===== src/rtl/ttl_scan_pkg.sv =====
// Shared definitions for the ttl_scan_decoder block: mode encodings and the
// channel-advance helper used by the scan sweep.
package ttl_scan_pkg;

  localparam logic MODE_DIRECT = 1'b0;
  localparam logic MODE_SCAN   = 1'b1;

  // Result of one scan advance: the channel to move to and whether the
  // sweep wrapped back to channel 0.
  typedef struct packed {
    logic [31:0] next_index;
    logic        wrap;
  } next_index_t;

  // Next channel in the sweep. The last channel, and any out-of-range index
  // loaded from A, both return to channel 0 and raise the wrap flag.
  function automatic next_index_t clamp_next_index(input logic [31:0] index,
                                                   input logic [31:0] width_out);
    next_index_t v_res;
    if (index >= (width_out - 32'd1)) begin
      v_res.next_index = 32'd0;
      v_res.wrap       = 1'b1;
    end else begin
      v_res.next_index = index + 32'd1;
      v_res.wrap       = 1'b0;
    end
    return v_res;
  endfunction

endpackage


===== src/rtl/ttl_dwell_counter.sv =====
// Dwell counter for the scan sweep: counts 0..DWELL-1 and flags the terminal
// count so the top level knows when to move to the next channel.
module ttl_dwell_counter #(
  parameter int DWELL = 4
) (
  input  logic i_clk,
  input  logic i_clear,
  input  logic i_restart,
  input  logic i_enable,
  output logic o_tc,
  output logic o_zero
);

  localparam int            CW   = $clog2(DWELL + 1);
  localparam logic [CW-1:0] LAST = CW'(DWELL - 1);

  logic [CW-1:0] r_count;

  // Count clear/restart to zero, otherwise step and roll over at the terminal count.
  always_ff @(posedge i_clk) begin
    if (i_clear) begin
      r_count <= {CW{1'b0}};
    end else if (i_restart) begin
      r_count <= {CW{1'b0}};
    end else if (i_enable) begin
      if (r_count == LAST) begin
        r_count <= {CW{1'b0}};
      end else begin
        r_count <= r_count + CW'(1);
      end
    end else begin
      r_count <= r_count;
    end
  end

  assign o_tc   = (r_count == LAST);
  assign o_zero = (r_count == {CW{1'b0}});

endmodule


===== src/rtl/ttl_scan_decoder.sv =====
// Registered N-to-WIDTH_OUT decoder/demultiplexer with active-low outputs.
// Direct mode latches an address on Load; scan mode sweeps the channels,
// holding each for DWELL clocks and pulsing Wrap on return to channel 0.
// Optional feature: define SCAN_BLANK_EN to blank all outputs for the first
// clock of every channel in scan mode (break-before-make, DWELL>=2 only).
module ttl_scan_decoder
  import ttl_scan_pkg::*;
#(
  parameter int WIDTH_OUT  = 16,
  parameter int WIDTH_IN   = $clog2(WIDTH_OUT),
  parameter int DWELL      = 4,
  parameter int DELAY_RISE = 0,
  parameter int DELAY_FALL = 0
) (
  input  logic                 Clk,
  input  logic                 Clear,
  input  logic                 Enable1_bar,
  input  logic                 Enable2_bar,
  input  logic                 Mode,
  input  logic                 Load,
  input  logic [WIDTH_IN-1:0]  A,
  output logic [WIDTH_OUT-1:0] Y,
  output logic [WIDTH_IN-1:0]  Index,
  output logic                 Wrap
);

`ifdef SCAN_BLANK_EN
  localparam logic BLANK_ON = 1'b1;
`else
  localparam logic BLANK_ON = 1'b0;
`endif

  // Output delays are simulation annotations only; hardware drives Y directly.
  if ((DELAY_RISE < 0) || (DELAY_FALL < 0)) begin : g_bad_delay
    $error("ttl_scan_decoder: DELAY_RISE/DELAY_FALL must be non-negative");
  end
  if ((DWELL < 1) || (DWELL > 65535)) begin : g_bad_dwell
    $error("ttl_scan_decoder: DWELL must be in 1..65535");
  end

  logic [WIDTH_IN-1:0]  r_index;
  logic                 r_wrap;
  logic                 w_enabled;
  logic                 w_dwell_tc;
  logic                 w_dwell_zero;
  logic                 w_blank;
  logic [WIDTH_IN-1:0]  w_next_index;
  logic                 w_next_wrap;
  next_index_t          w_clamp;
  logic [WIDTH_OUT-1:0] w_y;

  assign w_enabled = ~Enable1_bar & ~Enable2_bar;

  // Direct mode parks the dwell count at zero, so entering scan mode always
  // starts a fresh dwell on the current channel.
  ttl_dwell_counter #(
    .DWELL (DWELL)
  ) u_dwell (
    .i_clk     (Clk),
    .i_clear   (Clear),
    .i_restart (w_enabled & (Load | (Mode == MODE_DIRECT))),
    .i_enable  (w_enabled & (Mode == MODE_SCAN)),
    .o_tc      (w_dwell_tc),
    .o_zero    (w_dwell_zero)
  );

  assign w_clamp      = clamp_next_index(32'(r_index), 32'(WIDTH_OUT));
  assign w_next_index = WIDTH_IN'(w_clamp.next_index);
  assign w_next_wrap  = w_clamp.wrap;

  // Channel and wrap registers: Clear > disabled > Load > scan advance.
  always_ff @(posedge Clk) begin
    if (Clear) begin
      r_index <= {WIDTH_IN{1'b0}};
      r_wrap  <= 1'b0;
    end else if (!w_enabled) begin
      r_index <= r_index;
      r_wrap  <= 1'b0;
    end else if (Load) begin
      r_index <= A;
      r_wrap  <= 1'b0;
    end else if ((Mode == MODE_SCAN) && w_dwell_tc) begin
      r_index <= w_next_index;
      r_wrap  <= w_next_wrap;
    end else begin
      r_index <= r_index;
      r_wrap  <= 1'b0;
    end
  end

  // Break-before-make: blank the first clock of each channel in scan mode.
  assign w_blank = BLANK_ON & (Mode == MODE_SCAN) & (DWELL >= 2) & w_dwell_zero;

  // Active-low one-hot decode of the current channel, gated by the enables.
  always_comb begin
    w_y = {WIDTH_OUT{1'b1}};
    for (int i = 0; i < WIDTH_OUT; i++) begin
      if (w_enabled && !w_blank && (r_index == WIDTH_IN'(i))) begin
        w_y[i] = 1'b0;
      end else begin
        w_y[i] = 1'b1;
      end
    end
  end

  assign Y     = w_y;
  assign Index = r_index;
  assign Wrap  = r_wrap;

endmodule


===== config.mk =====
export PLATFORM = sky130hd
export DESIGN_NAME = ttl_scan_decoder
export DESIGN_NICKNAME = d
export VERILOG_FILES = /design/src/rtl/ttl_scan_pkg.sv /design/src/rtl/ttl_dwell_counter.sv /design/src/rtl/ttl_scan_decoder.sv
export SDC_FILE = /design/constraint.sdc
export NUM_CORES = 1
export LEC_CHECK = 0
export ABC_CLOCK_PERIOD_IN_PS = 4000
export CORE_MARGIN = 2
export CORE_UTILIZATION = 42
export DETAILED_ROUTE_END_ITERATION = 10
export GPL_TIMING_DRIVEN = 1
export PLACE_DENSITY = 0.83
export SLEW_MARGIN = 15
export SYNTH_ARGS = -nofsm -noshare
export SYNTH_HDL_FRONTEND = slang
export SYNTH_SLANG_ARGS = --single-unit

===== constraint.sdc =====
create_clock -name Clk -period 4 [get_ports Clk]
set_input_delay 0.6 -clock Clk [delete_from_list [all_inputs] [get_ports Clk]]
set_output_delay 0.6 -clock Clk [all_outputs]
set_load 0.1 [all_outputs]

==> out/qor.csv <==
metric,value,unit
cp_max_fo,9,
critPathKind,in2out,
use_met1,20.94,%
achievable-frequency,372.1,MHz
post_cts_buffers,0,
synth_area_per_cell,8.046,um^2
r2r_start,Index[0],
cp-end-kind,output pin,
rsz0062_at_grt,false,
grt_max_degree,12,
wire_per_inst,11.98,um
grt-ovfl-total,0,
final_max_slew_viol_count,0,
syn2layout_area_growth,40.94,%
grt_pass1_wl,2428,um
cts_buffers,3,
whs_endpoint,u_dwell.r_count[2],
core-area,1454,um^2
initialDrtViolationCount,3,
final_cell_mix,"buf_4 (16), clkdlybuf4s50_1 (14), nand2_1 (13)",
num_antenna_cells,0,
timing.hold.ws,0.5248,ns
cts-root-buf,clkbuf_4,
start_util,43.72,%
ys.warnings.count,0,
dieArea,1840,um^2
hp-start,u_dwell.r_count[2],
rrSetupSlack,2.51,ns
crit_path_max_incr_delay,0.43,ns
r2r-end,Index[0],
crit_path_top_delay_cell,clkdlybuf4s50_1,
rows,14,
syn_inst,79,
status,"complete, no violations",
rr_worst_depth,5,
ios,31,
min_path_cells,1,
io_buffers,30,
cp_num_buf_inv,2,
hold_viol,0,
grt_pass1_vias,597,
power_density,225.8,nW/um^2
min_period,2.687,ns
postCtsHoldBufs,0,
final_nets,125,
cts_tree,yes,
peakVddDrop,0.1555,mV
holdCritPathClass,reg2reg,
clk_path_buf_depth,2,
die_height,42.90,um
grt_usage,17.15,%
period_share,67.18,%
gp_congestion,0.8026,
postRouteAntennaNets,0,
ys_ff_latch,8,
wl,1474,um
synth.distinct_cells,31,
htreeDepth,1,
drv_cap,0,
first_pass_iters,4,
top_usage_layer,met2,
arrival,2.09,ns
die_w,42.90,um
grt_use_met2,28.18,%
clkLatencyLatePin,0.25,ns
clkTransAtPathRegs,0.06,ns
skew,0.005850,ns
fill_cells,132,
cp_cell_sequence,"clkdlybuf4s50_1, or2_1, nor3_1, nand2_1, buf_4",
crit_family,simple AND/OR/NAND/NOR gates,
setup_viol,0,
power,202.3,uW
final_common_cell,buf_4,
routed_via_density,5.504,
drc,0,
slew_headroom,35.49,%
vias,677,
power_leakage,0.0003447,uW
drive_gt1_share,24.30,%
tightest_slew,0.9647,ns
hpwl,1202,um
cts.repair.resized,0,
ys_seq_area_share,25.20,%
antenna_found_initial,0,
synth_area,635.6,um^2
final.setup.tns,0,ns
cts_sinks,8,
required,3.40,ns
use_met3,3.404,%
worstSetupStartpointType,input pin,
syn-num-nets,95,
==> registers in the layout (all words and copies together), names as in the netlist <==
register,flops
u_dwell.r_count,3
Index,4
Wrap,1
==> layer usage <==
layer | up-vias | part of all wire (%)
met3 | 3 | 9.6
met2 | 32 | 48
met4 | 0 | 1.4
li1 | 333 | -
met5 | - | 0
met1 | 309 | 41
==> Yosys cell counts <==
| library cell | n | area, um^2 |
|---|---|---|
| buf_4 | 2 | 15.01 |
| inv_4 | 2 | 12.51 |
| a41oi_1 | 1 | 8.760 |
| nand4_1 | 4 | 25.02 |
| ha_1 | 6 | 75.07 |
| nor3b_2 | 1 | 12.51 |
| nand2_1 | 13 | 48.80 |
| nor3_1 | 3 | 15.01 |
| nor3_4 | 1 | 16.27 |
| nand4b_1 | 1 | 8.760 |
| nor2b_1 | 3 | 18.77 |
| inv_1 | 2 | 7.510 |
| buf_6 | 2 | 22.52 |
| and3b_1 | 2 | 17.52 |
| a211oi_1 | 2 | 15.01 |
| o21ai_2 | 1 | 8.760 |
| a211o_1 | 1 | 8.760 |
| mux2i_1 | 1 | 10.01 |
| nor2_2 | 1 | 6.260 |
| nor3b_1 | 1 | 7.510 |
| or2_1 | 2 | 12.51 |
| nor4_1 | 1 | 6.260 |
| clkbuf_2 | 1 | 5.000 |
| nand2b_1 | 1 | 6.260 |
| mux2_2 | 1 | 11.26 |
| dfxtp_1 | 8 | 160.2 |
| a21oi_1 | 6 | 30.03 |
| o21ai_0 | 3 | 15.01 |
| a22oi_1 | 1 | 7.510 |
| a31oi_1 | 1 | 6.260 |
| nor2_1 | 4 | 15.01 |
==> worst max path at each step <==
stage,startpoint,endpoint,slack [ns],cells past startpoint
after detailed placement,Enable1_bar,Y[5],1.33,5
after global routing,Enable1_bar,Y[5],1.24,5
after floorplan,Index[0],Y[11],1.03,2
after CTS,Enable1_bar,Y[5],1.33,5
final,Enable1_bar,Y[5],1.31,5
after global placement,Enable1_bar,Y[0],1.36,5
==> cell families after synthesis <==
family                     share of synthesized area (%)
buffers and inverters                              9.841
AOI/OAI and AO/OA                                  15.75
muxes                                              3.346
and+or+nand+nor                                    34.06
DFF                                                25.20
adders and majority gates                          11.81
==> final cells by class <==
type,instances,area (um^2),area share (%)
clock buffers,3,22.52,2.514
repair buffers,30,260.3,29.05
flip-flops and latches,8,160.2,17.88
inverters,4,20.02,2.235
multi-input cells,62,412.9,46.09
well taps,16,20.02,2.235
==> stage by stage <==
| stage | utilization, % | area (um^2) | instances | setup WS [ns] |
|---|---|---|---|---|
| after floorplan | - | 635.6 | 79 | 1.034 |
| after global placement | 60.07 | 873.3 | 120 | 1.362 |
| after detailed placement | 60.07 | 873.3 | 120 | 1.327 |
| after CTS | 61.62 | 895.9 | 123 | 1.326 |
| after global routing | 61.62 | 895.9 | 123 | 1.242 |
| final | 61.62 | 895.9 | 123 | 1.313 |
==> report_power, final <==
part           leakage, uW  internal (uW)  switching [uW]
Sequential       0.0000648           81.6            3.90
Clock            0.0000138           34.3            27.4
Combinational     0.000266           19.2            35.8
Total             0.000345            135            67.2
(Power assumes the default switching activity.)
